### config.mk
export PLATFORM = sky130hd
export DESIGN_NAME = mem_access_unit
export DESIGN_NICKNAME = d
export VERILOG_FILES = /design/src/rtl/mem_pkg.sv /design/src/rtl/mem_lane_align.sv /design/src/rtl/mem_access_unit.sv
export SDC_FILE = /design/constraint.sdc
export NUM_CORES = 1
export LEC_CHECK = 0
export BUFFER_PORTS_ARGS = -buffer_cell sky130_fd_sc_hd__buf_4
export CAP_MARGIN = 20
export CORE_MARGIN = 2
export CORE_UTILIZATION = 35
export DETAILED_ROUTE_END_ITERATION = 8
export PLACE_DENSITY = 0.64
export RECOVER_POWER = 100
export SLEW_MARGIN = 25
export SYNTH_ARGS = -nofsm -noshare
export SYNTH_HDL_FRONTEND = slang
export SYNTH_HIERARCHICAL = 1
export SYNTH_SLANG_ARGS = --single-unit
### constraint.sdc
create_clock -name clk -period 4.35 [get_ports clk]
set_input_delay 1.0875 -clock clk [delete_from_list [all_inputs] [get_ports clk]]
set_output_delay 1.0875 -clock clk [all_outputs]
set_load 0.02 [all_outputs]
### src/rtl/mem_pkg.sv
// Shared encodings for the memory access unit: store sizes, load modes,
// the FSM state set and the decoded access width.
package mem_pkg;

  typedef enum logic [1:0] {
    ST_WORD    = 2'b00,
    ST_HALF    = 2'b01,
    ST_BYTE    = 2'b10,
    ST_ILLEGAL = 2'b11
  } st_size_e;

  typedef enum logic [2:0] {
    LD_WORD   = 3'b000,
    LD_HALF_S = 3'b001,
    LD_HALF_U = 3'b010,
    LD_BYTE_S = 3'b011,
    LD_BYTE_U = 3'b100
  } ld_mode_e;

  typedef enum logic [1:0] {
    S_IDLE,
    S_REQ,
    S_RESP,
    S_ERR
  } state_e;

  typedef enum logic [1:0] {
    SZ_WORD,
    SZ_HALF,
    SZ_BYTE,
    SZ_BAD
  } acc_size_e;

  // Stores take their width from st_size, loads from ld_mode (unknown modes read a word).
  function automatic acc_size_e access_size(input logic       we,
                                            input logic [1:0] st_size,
                                            input logic [2:0] ld_mode);
    acc_size_e sz;
    sz = SZ_WORD;
    if (we) begin
      case (st_size)
        ST_WORD: sz = SZ_WORD;
        ST_HALF: sz = SZ_HALF;
        ST_BYTE: sz = SZ_BYTE;
        default: sz = SZ_BAD;
      endcase
    end else begin
      case (ld_mode)
        LD_HALF_S, LD_HALF_U: sz = SZ_HALF;
        LD_BYTE_S, LD_BYTE_U: sz = SZ_BYTE;
        default:              sz = SZ_WORD;
      endcase
    end
    return sz;
  endfunction

endpackage

### src/rtl/mem_lane_align.sv
// Byte-lane steering for requests (fault check, byte enables, replicated
// store data) and lane extraction / extension for load responses.
module mem_lane_align
  import mem_pkg::*;
(
  input  logic        req_we,
  input  logic [1:0]  req_st_size,
  input  logic [2:0]  req_ld_mode,
  input  logic [1:0]  req_addr_lo,
  input  logic [31:0] req_wdata,
  output logic        req_fault,
  output logic [3:0]  req_be,
  output logic [31:0] req_lanes,
  input  logic [2:0]  rsp_ld_mode,
  input  logic [1:0]  rsp_addr_lo,
  input  logic [31:0] rsp_rdata,
  output logic [31:0] rsp_ext
);

  acc_size_e   size;
  logic [15:0] half_v;
  logic [7:0]  byte_v;

  always_comb begin
    // NOTE: every output gets a default before any branch, so no path leaves one unassigned and no latch is inferred.
    size      = access_size(req_we, req_st_size, req_ld_mode);
    req_fault = 1'b0;
    req_be    = 4'b1111;
    req_lanes = '0;
    case (size)
      SZ_WORD: req_fault = (req_addr_lo != 2'b00);
      SZ_HALF: req_fault = req_addr_lo[0];
      SZ_BYTE: req_fault = 1'b0;
      default: req_fault = 1'b1;
    endcase
    if (req_we) begin
      case (size)
        SZ_HALF: begin
          req_be    = req_addr_lo[1] ? 4'b1100 : 4'b0011;
          req_lanes = {2{req_wdata[15:0]}};
        end
        SZ_BYTE: begin
          req_be    = 4'b0001 << req_addr_lo;
          req_lanes = {4{req_wdata[7:0]}};
        end
        default: req_lanes = req_wdata;
      endcase
    end
  end

  always_comb begin
    half_v  = rsp_addr_lo[1] ? rsp_rdata[31:16] : rsp_rdata[15:0];
    byte_v  = rsp_rdata[{rsp_addr_lo, 3'b000} +: 8];
    rsp_ext = rsp_rdata;
    case (rsp_ld_mode)
      LD_HALF_S: rsp_ext = {{16{half_v[15]}}, half_v};
      LD_HALF_U: rsp_ext = {16'h0000, half_v};
      LD_BYTE_S: rsp_ext = {{24{byte_v[7]}}, byte_v};
      LD_BYTE_U: rsp_ext = {24'h000000, byte_v};
      default:   rsp_ext = rsp_rdata;
    endcase
  end

endmodule

### src/rtl/mem_access_unit.sv
// EX/MEM load-store unit: accepts one op at a time, drives a registered
// variable-latency memory port with timeout, and reports completion or fault.
module mem_access_unit
  import mem_pkg::*;
#(
  parameter int ADDR_W = 32,
  parameter int TMO_W  = 8
) (
  input  logic              clk,
  input  logic              rst_n,
  input  logic              ex_valid,
  input  logic              ex_we,
  input  logic [1:0]        ex_st_size,
  input  logic [2:0]        ex_ld_mode,
  input  logic [ADDR_W-1:0] ex_addr,
  input  logic [31:0]       ex_wdata,
  output logic              stall,
  output logic              wb_valid,
  output logic [31:0]       wb_rdata,
  output logic              misalign,
  output logic              bus_err,
  output logic              mem_req,
  output logic              mem_we,
  output logic [ADDR_W-1:0] mem_addr,
  output logic [3:0]        mem_be,
  output logic [31:0]       mem_wdata,
  input  logic              mem_ack,
  input  logic [31:0]       mem_rdata
);

  // Counter value at the end of the last allowed request cycle (2^TMO_W-1 cycles in REQ).
  localparam logic [TMO_W-1:0] TMO_LAST = TMO_W'((1 << TMO_W) - 2);

  state_e           state_q, state_d;
  logic [TMO_W-1:0] cnt_q, cnt_d;
  logic [2:0]       lat_mode;
  logic [1:0]       lat_lo;
  logic             accept, reject, ack_hit, timeout;
  logic             req_fault;
  logic [3:0]       req_be;
  logic [31:0]      req_lanes, rsp_ext;

  mem_lane_align u_align (
    .req_we      (ex_we),
    .req_st_size (ex_st_size),
    .req_ld_mode (ex_ld_mode),
    .req_addr_lo (ex_addr[1:0]),
    .req_wdata   (ex_wdata),
    .req_fault   (req_fault),
    .req_be      (req_be),
    .req_lanes   (req_lanes),
    .rsp_ld_mode (lat_mode),
    .rsp_addr_lo (lat_lo),
    .rsp_rdata   (mem_rdata),
    .rsp_ext     (rsp_ext)
  );

  assign stall = ex_valid && !(state_q == S_RESP || state_q == S_ERR);

  always_comb begin
    state_d = state_q;
    cnt_d   = cnt_q;
    accept  = 1'b0;
    reject  = 1'b0;
    ack_hit = 1'b0;
    timeout = 1'b0;
    case (state_q)
      S_IDLE: begin
        if (ex_valid) begin
          cnt_d = '0;
          if (req_fault) begin
            reject  = 1'b1;
            state_d = S_ERR;
          end else begin
            accept  = 1'b1;
            state_d = S_REQ;
          end
        end
      end
      S_REQ: begin
        // An ack arriving on the final timeout cycle still completes the access.
        if (mem_ack) begin
          ack_hit = 1'b1;
          state_d = S_RESP;
        end else if (cnt_q == TMO_LAST) begin
          timeout = 1'b1;
          state_d = S_ERR;
        end else begin
          cnt_d = cnt_q + 1'b1;
        end
      end
      default: state_d = S_IDLE;
    endcase
  end

  always_ff @(posedge clk or negedge rst_n) begin
    if (!rst_n) begin
      state_q <= S_IDLE;
      cnt_q   <= '0;
    end else begin
      // NOTE: clocked state uses non-blocking assignment so every flop samples pre-edge values.
      state_q <= state_d;
      cnt_q   <= cnt_d;
    end
  end

  always_ff @(posedge clk or negedge rst_n) begin
    if (!rst_n) begin
      mem_req   <= 1'b0;
      mem_we    <= 1'b0;
      mem_addr  <= '0;
      mem_be    <= '0;
      mem_wdata <= '0;
      lat_mode  <= '0;
      lat_lo    <= '0;
      wb_valid  <= 1'b0;
      wb_rdata  <= '0;
      misalign  <= 1'b0;
      bus_err   <= 1'b0;
    end else begin
      wb_valid <= ack_hit;
      misalign <= reject;
      bus_err  <= timeout;
      if (accept) begin
        mem_req   <= 1'b1;
        mem_we    <= ex_we;
        mem_addr  <= {ex_addr[ADDR_W-1:2], 2'b00};
        mem_be    <= req_be;
        mem_wdata <= req_lanes;
        lat_mode  <= ex_ld_mode;
        lat_lo    <= ex_addr[1:0];
      end else if (ack_hit || timeout) begin
        mem_req <= 1'b0;
      end
      if (ack_hit && !mem_we) wb_rdata <= rsp_ext;
    end
  end

endmodule

==> flow_summary_export.csv, run 1 <==
group,metric,value,unit
status,outcome,"finished, violations left",
status,violations,"capacitance limit, slew limit",
detailed_routing,wl,17100,µm
setup_path,path_cells,"buf_4 > o31a_1 > inv_1 > ha_1 > nor2_1 > o21bai_1 > nor3b_1 > clkbuf_1 > mux2_2",
synth,ys_top_cells_by_area,"dfrtp_1 46%, mux2_2 13%, mux2_4 7.0%",
synth,yosysWarnings,6,
setup_path,worstSetupPathType,"in2reg",
power,p_leak,3.62,nW
synth,synth_cell_types,58,
floorplan,initial_utilization,0.356,
final_layout,diodes,0,
floorplan,dieArea,19400,µm²
clock_network,cts_sinks,118,
timing,rsz0062_at_grt,"no",
final_layout,stdcell_area,8050,µm²
placed_design,placed_cells,945,
setup_path,cp-end-kind,"register",
detailed_routing,first_iter_violations,195,
detailed_routing,wl_per_cell,17.5,µm
setup_path,start_kind,"input port",
setup_path,crit_family,"buffers and inverters",
synth,ys_async_sr_fraction,1.00,
setup_path,critPathBufInv,3,
placed_design,gp_congestion,0.898,
clock_network,clkLatencyLatePin,0.41,ns
setup_path,cp.required,4.64,ns
global_routing,gr-total-overflow,0,
timing,setup_violations,0,
synth,synth.most_common_cell,"dfrtp_1",
detailed_routing,vias,5001,
global_routing,grt_max_degree,77,
final_layout,fin_nets,847,
clock_network,clockBufferDepth,2,
setup_path,cpMaxStageDelayCell,"clkbuf_1",
global_routing,grt_pass1_vias,5294,
clock_network,numCtsBuffers,17,
timing,fin_setup_tns,0,ns
final_layout,final_cells,977,
clock_network,htreeDepth,4,
timing,fin_crit,3.45,ns
setup_path,crit_path_max_fanout,39,
global_routing,antenna_found_initial,0,
floorplan,die_w,139,µm
timing,tightestPinTransition,1.92,ns
timing,fin_skew,0.00782,ns
detailed_routing,dr.pass1.iters,5,
timing,slew_violations,77,
timing,fin_crit_sh,0.794,
setup_path,slowest_delay,0.58,ns
final_layout,final_layout_size_suffix_gt1_frac,0.303,
timing,fmax,290,MHz
final_layout,fillCellCount,1800,
global_routing,grt_use_total,0.178,
power,vdd_ir_drop_max,371,µV
timing,slew_headroom,-0.281,
synth,syn_avg_cell_area,11.9,µm²
setup_path,arrival,3.74,ns
clock_network,cts_root_buffer,"clkbuf_16",
synth,synthCells,539,
power,p_per_area,724,nW/µm²
timing,final_hold_viol_count,0,
timing,worst_hold_slack,0.486,ns
clock_network,clk_pin_slew,0.05,ns
detailed_routing,vias_per_cell,5.12,
synth,yosys_register_bits,118,
clock_network,cts_setup_buffers,0,
floorplan,core.rowCount,49,
synth,synth_commonest_cells,"118 x dfrtp_1, 75 x mux2_2, 30 x mux2_4, 26 x o21ai_0, 25 x nor2b_1",
global_routing,grt_first_pass_wirelength,27500,µm
synth,synthesis.area,6400,µm²
clock_network,cts_tree,"built",
synth,synth_flop_cell,"dfrtp_1",
floorplan,die_h,139,µm
detailed_routing,drc_errors,0,
hold_path,hold_class,"reg2reg",
synth,yosysTopAreaCell,"dfrtp_1",
flow_run,cap_violations,1,
synth,synth_enable_flop_cells,0,
placed_design,placed_area,7980,µm²
clock_network,cts_resized,0,
floorplan,core,18000,µm²
synth,yosysSeqAreaShare,0.461,
placed_design,place_hpwl,12600,µm
final_layout,areaGrowthSynthToFinish,25.7,%
clock_network,hold_buffers,0,
synth,synth_top_area_frac,0.461,
detailed_routing,ant_nets,0,
floorplan,io_pins,212,
placed_design,io_buffers,209,
## layer usage
layer,global-route usage,up-vias,wire (µm)
met5,0,-,0
met4,0.0622,0,367
met3,0.0733,26,1670
met2,0.276,230,7780
met1,0.225,2428,7250
li1,-,2317,-
## final timing paths
check	startpoint	endpoint	slack [ns]	depth (start not counted)
min	mem_req	mem_req	0.49	1
max reg2reg	lat_lo[1]	wb_rdata[28]	1.60	5
max	ex_we	mem_wdata[25]	0.90	9
min reg2reg	mem_req	mem_req	0.49	1
min in group asynchronous	rst_n	bus_err	1.22	1
max in group asynchronous	rst_n	wb_rdata[19]	1.23	2
## placed cells by master, fill, tap and decap left out, types with 3 or more instances in the layout
master	count
dfrtp_1	118
clkbuf_1	109
buf_4	103
mux2_2	75
o21ai_0	27
nor2b_1	26
mux2_1	25
a21oi_1	20
a21o_1	18
nor2_1	18
nand2_1	18
clkbuf_16	17
a22oi_1	16
and2_1	16
inv_1	15
nor3b_1	12
nand3_1	10
nor3_1	9
maj3_1	8
mux2i_1	7
a21boi_0	7
a221o_1	7
ha_1	6
mux2_4	5
clkinv_2	4
and3_1	3
bufinv_16	3
o22ai_1	3
## power by group
part           internal [mW]  switching (mW)  total, mW
logic                   1.02            1.44       2.45
clock network          0.914           0.499       1.41
registers               1.58           0.383       1.96
## layout make-up
type / instances / area [µm²] / share of cell area
flip-flops and latches: 118 / 2950 / 0.367
multi-input cells: 369 / 2950 / 0.366
repair buffers: 213 / 1200 / 0.150
clock buffers: 20 / 447 / 0.0555
well taps: 229 / 287 / 0.0356
clock inverters: 12 / 151 / 0.0188
inverters: 16 / 61.3 / 0.00762
## stage by stage
step | util | worst slack [ns] | total power, mW
final | 0.448 | 0.897 | 5.83
after global routing | 0.448 | 0.638 | 6.22
after detailed placement | 0.444 | 0.793 | 4.98
after CTS | 0.477 | 1.23 | 6.43
after floorplan | - | 1.12 | 3.92
after global placement | 0.444 | 0.874 | 4.91
## registers in the layout, indices dropped and copies added (netlist names)
register and flops:
cnt_q 8, mem_addr 30, wb_rdata 32, mem_req 1, mem_wdata 32, lat_mode 3
state_q 2, wb_valid 1, misalign 1, mem_be 4, mem_we 1, lat_lo 2
bus_err 1
## kinds of logic after synthesis
group,after synthesis,share of synthesized area
and+or+nand+nor,128,0.114
adders and majority gates,14,0.0242
muxes,113,0.217
xor gates and xnor gates,3,0.00528
other,1,0.000586
DFF,118,0.461
AOI/OAI and AO/OA,109,0.115
buffers and inverters,53,0.0633
Power figures use the tool's default switching activity.
==> run 2, diff against run 1 <==
--- a/config.mk
+++ b/config.mk
@@ -5,6 +5,7 @@
 export SDC_FILE = /design/constraint.sdc
 export NUM_CORES = 1
 export LEC_CHECK = 0
+export ABC_AREA = 1
 export BUFFER_PORTS_ARGS = -buffer_cell sky130_fd_sc_hd__buf_4
 export CAP_MARGIN = 20
 export CORE_MARGIN = 2
==> constraint.sdc (replaced) <==
create_clock -name clk -period 3.5 [get_ports clk]
set_input_delay 0.875 -clock clk [delete_from_list [all_inputs] [get_ports clk]]
set_output_delay 0.875 -clock clk [all_outputs]
set_load 0.02 [all_outputs]
==> flow_summary_export.csv, run 2 <==
group,metric,value,unit
clock_network,cts_resized,0,
clock_network,cts_setup_buffers,0,
clock_network,cts_sinks,118,
synth,ys_async_sr_fraction,1.00,
setup_path,critPathBufInv,3,
timing,slew_violations,0,
synth,synth.most_common_cell,"nand2_1",
synth,synth_cell_types,25,
flow_run,cap_violations,0,
placed_design,placed_area,8270,µm²
floorplan,io_pins,212,
final_layout,reg.largest.list,"mem_wdata: 32 flops, wb_rdata: 32 flops, mem_addr: 30 flops",
setup_path,cpMaxStageDelayCell,"nor2_1",
global_routing,antenna_found_initial,0,
synth,synth_flop_cell,"dfrtp_1",
placed_design,io_buffers,209,
synth,synthCells,922,
setup_path,cp-end-kind,"output port",
setup_path,cp_common_cell,"buf_4",
setup_path,crit_path_max_fanout,11,
setup_path,crit_family,"simple AND/OR/NAND/NOR gates",
final_layout,final_cell_mix,"406 x nand2_1, 152 x nand3_1, 118 x dfrtp_1",
detailed_routing,wl_per_cell,14.6,µm
final_layout,stdcell_area,8300,µm²
detailed_routing,drc_errors,0,
timing,fin_skew,0.0110,ns
setup_path,slowest_delay,0.75,ns
synth,yosysSeqAreaShare,0.449,
clock_network,cts_tree,"built",
power,vdd_ir_drop_max,354,µV
floorplan,initial_utilization,0.354,
final_layout,fin_nets,1224,
clock_network,cts_root_buffer,"clkbuf_16",
clock_network,clkLatencyLatePin,0.42,ns
power,switchingPower,3.35,mW
timing,fmax,342,MHz
setup_path,cp.required,2.62,ns
hold_path,hold_class,"reg2reg",
placed_design,place_hpwl,14100,µm
global_routing,grt_use_total,0.206,
final_layout,final_layout_size_suffix_gt1_frac,0.144,
synth,synthesis.area,6570,µm²
floorplan,core.rowCount,50,
floorplan,die_w,141,µm
power,pwr-share-seq,0.315,
synth,yosys_register_bits,118,
synth,syn_avg_cell_area,7.13,µm²
power,power_report.internal_total,3.95,mW
synth,yosysWarnings,6,
final_layout,diodes,0,
timing,fin_crit,2.93,ns
floorplan,dieArea,19900,µm²
power,p_sw_frac,0.459,
power,p_per_area,879,nW/µm²
final_layout,final_cells,1358,
floorplan,core,18600,µm²
setup_path,path_cells,"buf_4 > inv_1 > nor2_1 > buf_4",
placed_design,dp_slack,0.565,ns
global_routing,grt_first_pass_wirelength,32800,µm
status,outcome,"completed",
clock_network,htreeDepth,4,
power,p_leak,4.56,nW
synth,synth_enable_flop_cells,0,
detailed_routing,wl,19800,µm
synth,yosysTopAreaCell,"dfrtp_1",
clock_network,clockBufferDepth,2,
final_layout,register_area,2950,µm²
timing,fin_crit_sh,0.836,
timing,rsz0062_at_grt,"no",
detailed_routing,dr.pass1.iters,5,
timing,fin_setup_tns,0,ns
setup_path,arrival,2.05,ns
timing,worst_slack,0.575,ns
synth,synth_top_area_frac,0.449,
detailed_routing,vias_per_cell,4.81,
synth,synth_commonest_cells,"405 x nand2_1, 151 x nand3_1, 118 x dfrtp_1, 66 x inv_1, 47 x nor2_1",
power,clkPwrFrac,0.233,
setup_path,worstSetupPathType,"in2out",
synth,ys_top_cells_by_area,"dfrtp_1 45%, nand2_1 23%, nand3_1 12%",
timing,slew_headroom,0.0414,
final_layout,areaGrowthSynthToFinish,26.3,%
placed_design,placed_cells,1327,
global_routing,grt_max_degree,56,
final_layout,fillCellCount,2063,
timing,final_hold_viol_count,0,
placed_design,gp_congestion,0.846,
clock_network,clk_pin_slew,0.05,ns
setup_path,start_kind,"input port",
floorplan,die_h,141,µm
detailed_routing,ant_nets,0,
final_layout,multi_input_area,2960,µm²
clock_network,hold_buffers,0,
clock_network,numCtsBuffers,17,
global_routing,grt_pass1_vias,6429,
final_layout,layout_commonest_cell,"nand2_1",
timing,setup_violations,0,
detailed_routing,vias,6533,
timing,tightestPinTransition,1.44,ns
power,p_comb_frac,0.452,
detailed_routing,first_iter_violations,487,
global_routing,gr-total-overflow,0,
run 2: changes by cell type after synthesis, moves of 16 or more:
cell,delta
a22oi_1,-16
and2_1,-16
mux2_4,-30
inv_1,+51
nand2_1,+387
nor2b_1,-25
nor2_1,+29
a21oi_1,-17
mux2_2,-75
nand3_1,+141
o21ai_2,+33
a21o_1,-18
run 2: power by group through the flow:
stage	clock, mW	sequential, mW	combinational (mW)
5_1_grt	1.81	2.38	3.72
2_1_floorplan	0	2.90	1.91
6_report	1.70	2.30	3.30
3_5_place_dp	0	2.33	3.92
3_3_place_gp	0	2.32	3.87
4_1_cts	1.75	2.33	3.92
run 2: metrics by stage:
step	util	total power, mW	hold slack [ns]
floorplan	-	4.81	0.437
global placement	0.445	6.19	0.455
detailed placement	0.445	6.25	0.460
CTS	0.475	7.99	0.473
global route	0.447	7.91	0.493
finish	0.447	7.30	0.464
run 2: path summary, 6_finish.rpt:
kind	start	end	slack, ns	depth (start not counted)
worst min-delay path	mem_addr[21]	mem_addr[21]	0.46	2
worst min register to register	mem_addr[21]	mem_addr[21]	0.46	2
worst max-delay path	ex_valid	stall	0.57	4
max in group asynchronous	rst_n	mem_wdata[22]	0.92	2
min in group asynchronous	rst_n	mem_addr[4]	0.79	1
worst max register to register	lat_lo[0]	wb_rdata[11]	0.88	6
run 2: area by class of cell:
type | instances | share of cell area
inverter | 68 | 0.0308
timing repair buffer | 224 | 0.154
sequential | 118 | 0.356
tap | 234 | 0.0353
clock inverter | 9 | 0.0124
multi-input combinational | 683 | 0.356
clock buffer | 22 | 0.0559
run 2: cell families after synthesis:
| family | count (synthesis) | share of synthesized area |
|---|---|---|
| buffers and inverters | 122 | 0.0863 |
| adders and majority gates | 6 | 0.0114 |
| and+or+nand+nor | 612 | 0.384 |
| AOI/OAI and AO/OA | 62 | 0.0672 |
| DFF | 118 | 0.449 |
| other | 1 | 0.000571 |
| xor gates and xnor gates | 1 | 0.00133 |
run 2: worst reg2reg max path: stages (launching register included):
cell	delay, ns
dfrtp_1	0.68
inv_1	0.38
o21ai_0	0.21
nand3_1	0.63
nand3_1	0.40
inv_1	0.07
o21ai_0	0.17
run 2: metal layers:
metal	GRT usage	share of wire	vias up
li1	-	-	3272
met1	0.274	0.45	3025
met2	0.319	0.45	211
met3	0.0673	0.080	25
met4	0.0647	0.018	0
met5	0	0	-
==> run 3, diff against run 2 <==
--- a/config.mk
+++ b/config.mk
@@ -5,13 +5,13 @@
 export SDC_FILE = /design/constraint.sdc
 export NUM_CORES = 1
 export LEC_CHECK = 0
-export ABC_AREA = 1
+export ABC_AREA = 0
 export BUFFER_PORTS_ARGS = -buffer_cell sky130_fd_sc_hd__buf_4
 export CAP_MARGIN = 20
 export CORE_MARGIN = 2
 export CORE_UTILIZATION = 35
 export DETAILED_ROUTE_END_ITERATION = 8
-export PLACE_DENSITY = 0.64
+export PLACE_DENSITY = 0.66
 export RECOVER_POWER = 100
 export SLEW_MARGIN = 25
 export SYNTH_ARGS = -nofsm -noshare
==> constraint.sdc (replaced) <==
create_clock -name clk -period 2.51 [get_ports clk]
set_input_delay 0.6275 -clock clk [delete_from_list [all_inputs] [get_ports clk]]
set_output_delay 0.6275 -clock clk [all_outputs]
set_load 0.02 [all_outputs]
==> flow_summary_export.csv, run 3 (synthesis gave the netlist of run 1 again) <==
group,metric,value,unit
power,p_leak,3.86,nW
timing,slew_headroom,-0.0745,
clock_network,cts_sinks,118,
timing,worst_hold_slack,0.432,ns
detailed_routing,dr.pass1.iters,4,
detailed_routing,wl,17400,µm
floorplan,die_w,139,µm
power,p_per_area,1240,nW/µm²
timing,fin_crit,2.35,ns
floorplan,initial_utilization,0.356,
final_layout,layout_commonest_cell,"buf_4",
setup_path,worstSetupPathType,"in2reg",
power,power,10.5,mW
clock_network,cts_setup_buffers,0,
floorplan,io_pins,212,
detailed_routing,routed.top_layer,"met4",
final_layout,reg.largest.list,"mem_wdata: 32 flops, wb_rdata: 32 flops, mem_addr: 30 flops",
clock_network,htreeDepth,4,
clock_network,hold_buffers,0,
floorplan,die_h,139,µm
detailed_routing,drc_errors,0,
clock_network,cts_tree,"built",
timing,final_hold_viol_count,0,
final_layout,fin_nets,875,
clock_network,clkLatencyLatePin,0.41,ns
timing,tightestPinTransition,1.61,ns
placed_design,placed_area,8530,µm²
setup_path,r2r-start,"state_q[0]",
final_layout,areaGrowthSynthToFinish,31.2,%
global_routing,grt_first_pass_wirelength,27700,µm
timing,fin_setup_tns,0,ns
global_routing,grt_use_total,0.180,
detailed_routing,dr_wl_met2,8060,µm
detailed_routing,ant_nets,0,
detailed_routing,vias,4979,
global_routing,grt_pass1_vias,4994,
setup_path,start_kind,"input port",
floorplan,core.rowCount,49,
global_routing,antenna_found_initial,0,
placed_design,io_buffers,209,
floorplan,core,18000,µm²
clock_network,cts_resized,0,
status,outcome,"finished, violations left",
status,violations,"capacitance limit, slew limit",
setup_path,arrival,2.64,ns
power,vdd_ir_drop_max,725,µV
global_routing,grt_max_degree,66,
timing,worst_slack,0.159,ns
final_layout,diodes,0,
setup_path,worstSetupStartpoint,"ex_ld_mode[1]",
setup_path,r2r_slack,0.32,ns
final_layout,stdcell_area,8400,µm²
detailed_routing,first_iter_violations,252,
flow_run,cap_violations,1,
final_layout,final_layout_size_suffix_gt1_frac,0.265,
detailed_routing,vias_per_cell,4.95,
timing,slew_violations,66,
setup_path,cp.required,2.80,ns
clock_network,cts_root_buffer,"clkbuf_16",
placed_design,gp_congestion,0.835,
setup_path,regToRegEndpoint,"wb_rdata[3]",
placed_design,place_hpwl,13000,µm
setup_path,crit_path_end,"mem_be[0]",
timing,rsz0062_at_grt,"no",
placed_design,dp_slack,-0.229,ns
timing,fin_skew,0.00678,ns
setup_path,crit_path_max_fanout,11,
clock_network,clk_pin_slew,0.06,ns
floorplan,dieArea,19400,µm²
final_layout,fillCellCount,1816,
setup_path,cp-end-kind,"register",
setup_path,reg2regPathDepth,5,
hold_path,hold_class,"in2reg",
detailed_routing,wl_per_cell,17.3,µm
timing,setup_violations,0,
global_routing,gr-total-overflow,0,
detailed_routing,met3RoutedLength,1150,µm
timing,fin_crit_sh,0.937,
clock_network,numCtsBuffers,17,
detailed_routing,drt-met1-wl,7820,µm
clock_network,clockBufferDepth,2,
timing,fmax,425,MHz
final_layout,final_cell_mix,"125 x buf_4, 118 x dfrtp_1, 105 x clkbuf_1",
==> run 3: cell count changes in the layout (fill, tap and decap cells not counted), moves of 26 or more <==
cell     before  now
inv_1        67   15
mux2_1        0   79
nand2_1     406   18
nand3_1     152   10
nor2_1       48   18
nor2b_1       0   26
==> run 3: how the worst min path moves through the flow <==
stage / start / endpoint / slack [ns] / depth (start not counted)
after CTS: rst_n / wb_rdata[13] / 0.22 / 2
after detailed placement: mem_req / mem_req / 0.49 / 1
final: ex_addr[28] / mem_addr[28] / 0.43 / 2
after global routing: ex_addr[28] / mem_addr[28] / 0.42 / 2
after global placement: cnt_q[7] / cnt_q[7] / 0.49 / 1
after floorplan: rst_n / bus_err / 0.33 / 0
==> run 3: layer usage <==
metal,vias up,GRT usage
met2,186,0.287
met1,2402,0.236
met4,0,0.0649
met5,-,0
li1,2370,-
met3,21,0.0502
==> run 3: area by class of cell <==
| class | count | area [µm²] | share of cell area |
|---|---|---|---|
| clock buffers | 19 | 453 | 0.0539 |
| clock inverters | 13 | 170 | 0.0203 |
| inverters | 16 | 61.3 | 0.00730 |
| multi-input cells | 369 | 3010 | 0.359 |
| flip-flops and latches | 118 | 2950 | 0.351 |
| well taps | 229 | 287 | 0.0341 |
| repair buffers | 241 | 1470 | 0.174 |
==> run 3: critical path: stages <==
cell and delay [ns]:
buf_4 0.13, xnor2_1 0.18, o31a_1 0.20, inv_1 0.08
ha_1 0.22, nor2_1 0.10, o21bai_1 0.13, nor3b_4 0.26
buf_12 0.18, clkbuf_2 0.19, mux2_1 0.33
==> run 3: stage by stage <==
step / instances / utilization
2_1_floorplan: 540 / -
3_3_place_gp: 973 / 0.475
3_5_place_dp: 973 / 0.475
4_1_cts: 1005 / 0.510
5_1_grt: 1005 / 0.468
6_report: 1005 / 0.468
==> run 3: report_power, final <==
group	switching, mW	internal (mW)
clock	0.921	1.62
sequential	0.605	2.74
combinational	2.68	1.88
